### config.mk
export PLATFORM = sky130hd
export DESIGN_NAME = mac_array_acc
export DESIGN_NICKNAME = d
export VERILOG_FILES = /design/src/rtl/mac_array_acc.sv
export SDC_FILE = /design/constraint.sdc
export NUM_CORES = 2
export LEC_CHECK = 0
export CELL_PAD_IN_SITES_DETAIL_PLACEMENT = 0
export CELL_PAD_IN_SITES_GLOBAL_PLACEMENT = 2
export CORE_MARGIN = 5
export CORE_UTILIZATION = 40
export DETAILED_ROUTE_END_ITERATION = 8
export DONT_BUFFER_PORTS = 1
export PLACE_DENSITY = 0.86
export SETUP_SLACK_MARGIN = 0.3
export SYNTH_ARGS = -nofsm -noshare
export SYNTH_HDL_FRONTEND = slang
export SYNTH_SLANG_ARGS = --single-unit
### constraint.sdc
create_clock -name clk -period 82.3 [get_ports clk]
set_clock_uncertainty 0.1 [all_clocks]
set_input_delay 16.46 -clock clk [delete_from_list [all_inputs] [get_ports clk]]
set_output_delay 16.46 -clock clk [all_outputs]
set_load 0.005 [all_outputs]
### src/rtl/mac_array_acc.sv
// mac_array_acc: TIN-lane dot product (per-lane multiply, fully pipelined
// adder tree) accumulated over first/last delimited groups, emitting one
// saturated signed result per group.
module mac_array_acc #(
    parameter int TIN      = 16,
    parameter int LOG2_TIN = 4,
    parameter int DW       = 8,
    parameter int ACC_W    = 32,
    parameter int OUT_W    = 24
) (
    input  logic                clk,
    input  logic                rst,
    input  logic                i_vld,
    input  logic                i_first,
    input  logic                i_last,
    input  logic                i_signed,
    input  logic [DW*TIN-1:0]   i_dat,
    input  logic [DW*TIN-1:0]   i_wt,
    output logic                o_vld,
    output logic [OUT_W-1:0]    o_dat,
    output logic                o_sat
);

    // Product width: (DW+1)-bit activation times DW-bit signed weight.
    localparam int PW = 2*DW + 1;
    // Tree nodes all use the root width so no level ever truncates.
    localparam int TW = PW + LOG2_TIN;
    // Sideband stages: index 0 = stage M, 1..LOG2_TIN = tree levels.
    localparam int NS = LOG2_TIN + 1;

    localparam logic [ACC_W-1:0] SAT_MAX = {{(ACC_W-OUT_W+1){1'b0}}, {(OUT_W-1){1'b1}}};
    localparam logic [ACC_W-1:0] SAT_MIN = {{(ACC_W-OUT_W+1){1'b1}}, {(OUT_W-1){1'b0}}};
    localparam logic [OUT_W-1:0] OUT_MAX = {1'b0, {(OUT_W-1){1'b1}}};
    localparam logic [OUT_W-1:0] OUT_MIN = {1'b1, {(OUT_W-1){1'b0}}};

    logic                in_vld_reg;
    logic                in_first_reg;
    logic                in_last_reg;
    logic                in_signed_reg;
    logic [DW*TIN-1:0]   in_dat_reg;
    logic [DW*TIN-1:0]   in_wt_reg;

    logic [PW-1:0]       prod [TIN];
    // Heap-ordered tree: leaves at TIN..2*TIN-1, root at 1.
    logic [TW-1:0]       node_reg [1:2*TIN-1];

    logic [NS-1:0]       vld_pipe;
    logic [NS-1:0]       first_pipe;
    logic [NS-1:0]       last_pipe;

    logic [ACC_W-1:0]    acc_reg;
    logic                open_reg;

    logic [ACC_W-1:0]    tree_sum;
    logic [ACC_W-1:0]    acc_next;
    logic                sat_hi;
    logic                sat_lo;
    logic [OUT_W-1:0]    clamped;

    // Input sampling register: the beat is captured on this edge.
    always_ff @(posedge clk or posedge rst) begin
        if (rst) begin
            in_vld_reg    <= 1'b0;
            in_first_reg  <= 1'b0;
            in_last_reg   <= 1'b0;
            in_signed_reg <= 1'b0;
            in_dat_reg    <= '0;
            in_wt_reg     <= '0;
        end else begin
            in_vld_reg    <= i_vld;
            in_first_reg  <= i_first & i_vld;
            in_last_reg   <= i_last & i_vld;
            in_signed_reg <= i_signed;
            in_dat_reg    <= i_dat;
            in_wt_reg     <= i_wt;
        end
    end

    // Per-lane multiply: both operands are extended to the product width so
    // the low PW bits of the product are the exact two's complement result.
    genvar gi;
    generate
        for (gi = 0; gi < TIN; gi++) begin : g_lane
            logic [DW-1:0] act;
            logic [DW-1:0] wt;
            logic [PW-1:0] act_ext;
            logic [PW-1:0] wt_ext;
            assign act     = in_dat_reg[gi*DW +: DW];
            assign wt      = in_wt_reg[gi*DW +: DW];
            assign act_ext = {{(DW+1){in_signed_reg & act[DW-1]}}, act};
            assign wt_ext  = {{(DW+1){wt[DW-1]}}, wt};
            assign prod[gi] = act_ext * wt_ext;
        end
    endgenerate

    // Stage M registers the leaves; each internal node adds its children's
    // previous-cycle values, giving one registered level per tree stage.
    always_ff @(posedge clk or posedge rst) begin
        if (rst) begin
            for (int n = 1; n < 2*TIN; n++) begin
                node_reg[n] <= '0;
            end
        end else begin
            for (int k = 0; k < TIN; k++) begin
                node_reg[TIN+k] <= TW'($signed(prod[k]));
            end
            for (int n = 1; n < TIN; n++) begin
                node_reg[n] <= node_reg[2*n] + node_reg[2*n+1];
            end
        end
    end

    // Sideband shift registers matching the multiply + tree latency.
    always_ff @(posedge clk or posedge rst) begin
        if (rst) begin
            vld_pipe   <= '0;
            first_pipe <= '0;
            last_pipe  <= '0;
        end else begin
            vld_pipe   <= {vld_pipe[NS-2:0], in_vld_reg};
            first_pipe <= {first_pipe[NS-2:0], in_first_reg};
            last_pipe  <= {last_pipe[NS-2:0], in_last_reg};
        end
    end

    // Accumulator update value and output clamp.
    always_comb begin
        tree_sum = ACC_W'($signed(node_reg[1]));
        acc_next = tree_sum;
        if (!(first_pipe[NS-1] || !open_reg)) begin
            acc_next = acc_reg + tree_sum;
        end
        sat_hi  = $signed(acc_next) > $signed(SAT_MAX);
        sat_lo  = $signed(acc_next) < $signed(SAT_MIN);
        clamped = acc_next[OUT_W-1:0];
        if (sat_hi) begin
            clamped = OUT_MAX;
        end else if (sat_lo) begin
            clamped = OUT_MIN;
        end
    end

    // Accumulator and group-open flag; a last beat leaves no group open.
    always_ff @(posedge clk or posedge rst) begin
        if (rst) begin
            acc_reg  <= '0;
            open_reg <= 1'b0;
        end else if (vld_pipe[NS-1]) begin
            acc_reg  <= acc_next;
            open_reg <= !last_pipe[NS-1];
        end
    end

    // Output register: loads on a closing beat, otherwise holds data/flag.
    always_ff @(posedge clk or posedge rst) begin
        if (rst) begin
            o_vld <= 1'b0;
            o_dat <= '0;
            o_sat <= 1'b0;
        end else begin
            o_vld <= vld_pipe[NS-1] & last_pipe[NS-1];
            if (vld_pipe[NS-1] && last_pipe[NS-1]) begin
                o_dat <= clamped;
                o_sat <= sat_hi | sat_lo;
            end
        end
    end

endmodule

# Word-level counts from Yosys, hierarchy flattened
# Cells that the tools add are included.
[word_totals] register_bits=921 latch_bits=0 ram_bits=0 mem_bits_ro=0 inputBits=262 out_inout_bits=26 wordCells=106 memories=0
[op_classes] addsub=16 multipliers=16 div=0 magnitude_cmp=2 n_eq_ne=0 shifts=0 muxes=3 bitwise=20 reduce_logical=4
[ops] cell="$mul 9x8->17" n=16
[ops] cell="$add 21x21->21" n=7
[ops] cell="$add 17x17->18" n=8
[ops] cell="$mux 24" n=2
[ops] cell="$add 32x32->32" n=1
[ops] cell="$gt 32x24->1 const B" n=1
[ops] cell="$lt 32x24->1 const B" n=1
[ops] cell="$mux 32" n=1
[ops] cell="$and 1x1->1" n=19
[ops] cell="$logic_not 1->1" n=2
[ops] cell="$logic_and 1x1->1" n=1
[ops] cell="$logic_or 1x1->1" n=1
[ops] cell="$or 1x1->1" n=1

# Logic depth before layout (Yosys ltp)
[depth] word_depth=6 depth_mapped=23 mapped_depth_nobuf=22

# Least setup slack after synthesis
# Ideal clock, no wire load.
[synth_path] kind="register -> output" startpoint="reg o_dat[0]" endpoint="out o_dat[0]" arrival_time_ns=0.362 required_time_ns=65.740 slack_ns=65.378 stages_incl_launch_ff=1 path_buffers=0 path_cell_list="dfrtp_1"
[synth_rtl] element="from (decl)" line="20" text="output logic [OUT_W-1:0] o_dat,"
[synth_rtl] element="from (signal assigned)" line="163" text="o_dat <= clamped;"
# No word-level cell between the ends.

==> results.json <==
{
  "drc": 0,
  "p_seq_share_pct": 24.1,
  "drive_above_1_share_pct": 3.17,
  "hold_class": "reg2reg",
  "synth.top_cell.area_share_pct": 28.8,
  "finalMaxSlewViolations": 0,
  "layout_common_cells": "inv_1, fa_1, dfrtp_1",
  "clkSinkCount": 897,
  "end_kind": "asynchronous set/reset pin",
  "crit_family": "buffers and inverters",
  "clock_path_buffers": 3,
  "cp.depth": 5,
  "cpMostUsedCell": "buf_4",
  "netlist_instances": 7636,
  "max_freq_mhz": 50.6,
  "grt_max_degree": 170,
  "min_period_ns": 19.78,
  "die_height_um": 451,
  "dp_hpwl_um": 137000,
  "vias_per_cell": 4.79,
  "numCtsBuffers": 107,
  "yosysSeqAreaShare_pct": 28.8,
  "placed_cell_area_sq_um": 80800,
  "gp_congestion": 0.819,
  "max_stage_delay_ns": 0.83,
  "hold_depth": 0,
  "clockRootBuffer": "clkbuf_16",
  "yosys-top-cells-area": "dfrtp_1, fa_1, ha_1",
  "grt_use_met2_pct": 28.5,
  "routedWlPerCell_um": 16.4,
  "synth_largest_area_cell": "dfrtp_1",
  "synth_enable_flop_cells": 0,
  "core_sq_um": 194000,
  "timing_worst_setup_path_type": "in2async",
  "powerDensity_nw_per_um2": 35.9,
  "setup_tns_ns": 0,
  "startpoint_type": "input pin",
  "p_int_mw": 1.71,
  "dp_cells": 10100,
  "hold_violations": 0,
  "io_pins": 288,
  "busiest_layer": "met2",
  "crit_slowest_cell": "buf_4",
  "firstDrtPassIters": 5,
  "dieWidth_um": 451,
  "r2r_cells": 20,
  "syn_avg_cell_area_sq_um": 10.2,
  "clkLatencyLatePin_ns": 0.73,
  "rsz0062_at_grt": "no",
  "fin_area_sq_um": 84600,
  "htreeDepth": 3,
  "cp.arrival_ns": 20.42,
  "final_common_cell": "inv_1",
  "worst_ir_drop_vdd_v": 0.0000213,
  "largest_reg_flops": 563,
  "hold_slack_ns": 0.243,
  "final-setup-viol-count": 0,
  "cp_cell_sequence": "inv_8, buf_4, buf_4, buf_4, buf_4",
  "postRouteAntennaNets": 0,
  "via_count": 49300,
  "grt_pass1_vias": 53200,
  "crit_buf_inv": 5,
  "tritoncts": "yes",
  "nNetsFinal": 9709,
  "rows": 162,
  "synth.cell_area_sq_um": 77800,
  "cellLeakagePower_nw": 42.1,
  "gr-total-overflow": 0,
  "use_met1_pct": 23.6,
  "grt_usage_pct": 17.2,
  "async_reset_ff_share_pct": 100,
  "port_buffers": 0,
  "yosys_warnings": 0,
  "slew_headroom_pct": 29.5,
  "syn2layout_area_growth_pct": 8.66,
  "die_area_sq_um": 204000,
  "maxCapViolations": 0,
  "status": "complete, no violations",
  "p_clk_share_pct": 16.6,
  "clk_pin_slew_ns": 0.06,
  "drt_iter0_drc": 2098,
  "start_util_pct": 40.1,
  "ctsResizeCount": 0,
  "crit_fanout": 119,
  "fin_crit_sh_pct": 24.0,
  "cp.required_ns": 82.94,
  "ys_ff_latch": 897,
  "wl_um": 169000,
  "syn-num-nets": 9685,
  "stdcell_count": 10300,
  "r2r_slack_ns": 76.00,
  "antenna_found_initial": 13,
  "worst_pin_slew_ns": 1.06,
  "post_cts_buffers": 0,
  "cts-hold-fix-buffers": 0,
  "p_sw_mw": 1.33,
  "synth_flop_cell": "dfrtp_1",
  "p_comb_share_pct": 59.2,
  "swShare_pct": 43.8,
  "use_met3_pct": 2.56,
  "grt_pass1_wl_um": 283000,
  "ys_types": 80
}
-- cell usage after synthesis, types with 5 or more instances --
cell type and count:
nor2b_1 48, and3_1 78, nand2_1 584, o311ai_0 5, nand4b_1 5, or2_2 7, nor3b_1 6, o21bai_1 45
xnor2_1 392, o31a_1 6, fa_1 996, nor3_1 47, a21boi_1 10, nand3_1 80, a21o_1 90, a2111oi_0 6
dfrtp_1 897, o211ai_1 15, o2111ai_1 6, nand2b_1 64, o21a_1 15, ha_1 791, clkbuf_1 91, o31ai_1 5
a211oi_1 6, a31oi_1 30, o21ai_1 12, or3_1 18, and2_1 580, xor2_1 90, mux2_2 8, o41ai_1 11
o21ai_0 230, mux2i_1 7, clkinv_1 12, nor2_1 380, inv_1 1509, a211o_1 10, nand4_1 7, a21boi_0 36
a21oi_1 327
-- power groups by stage --
| stage | logic [mW] | clock network, mW | registers (mW) |
|---|---|---|---|
| 3_5_place_dp | 1.81 | 0 | 0.743 |
| 6_report | 1.80 | 0.506 | 0.733 |
| 3_3_place_gp | 1.80 | 0 | 0.743 |
| 4_1_cts | 1.83 | 0.524 | 0.737 |
| 2_1_floorplan | 1.43 | 0 | 0.680 |
| 5_1_grt | 2.08 | 0.541 | 0.748 |
-- routing by layer --
layer	wire (um)	part of all wire (%)
met5	0	0
met2	78900	47
met4	5540	3.3
met3	6300	3.7
met1	78100	46
-- per-stage QoR --
| stage | setup WS [ns] | utilization (%) | power, mW |
|---|---|---|---|
| 2_1_floorplan | 40.52 | - | 2.11 |
| 3_3_place_gp | 61.65 | 41.6 | 2.54 |
| 3_5_place_dp | 61.51 | 41.6 | 2.55 |
| 4_1_cts | 62.31 | 43.6 | 3.09 |
| 5_1_grt | 61.68 | 43.6 | 3.37 |
| 6_report | 62.52 | 43.6 | 3.04 |
-- final timing paths --
check / start / to
worst max-delay path: rst / node_reg[267]
min in group asynchronous: rst / in_dat_reg[121]
worst min register to register: first_pipe[0] / first_pipe[1]
max in group clk: o_dat[15] / o_dat[15]
worst min-delay path: first_pipe[0] / first_pipe[1]
worst max register to register: in_signed_reg / node_reg[100]
-- logic make-up after synthesis --
kind of cell / after synthesis / share of synthesized area (%)
AND/OR/NAND/NOR: 1927 / 12.3
buffers and inverters: 1621 / 7.85
adder cells (fa/ha/maj): 1787 / 38.3
multiplexers: 15 / 0.206
AO/OA/AOI/OAI: 907 / 7.10
flip-flops: 897 / 28.8
XOR/XNOR: 482 / 5.42
-- cell type report --
type	instances	area [sq um]
fillers	18500	110000
well taps	2542	3180
inverters	1521	5720
multi-input cells	5118	49300
diodes	3	7.51
flip-flops and latches	897	22500
clock buffers	124	2890
repair buffers	15	125
clock inverters	76	923
(Power assumes the default switching activity.)
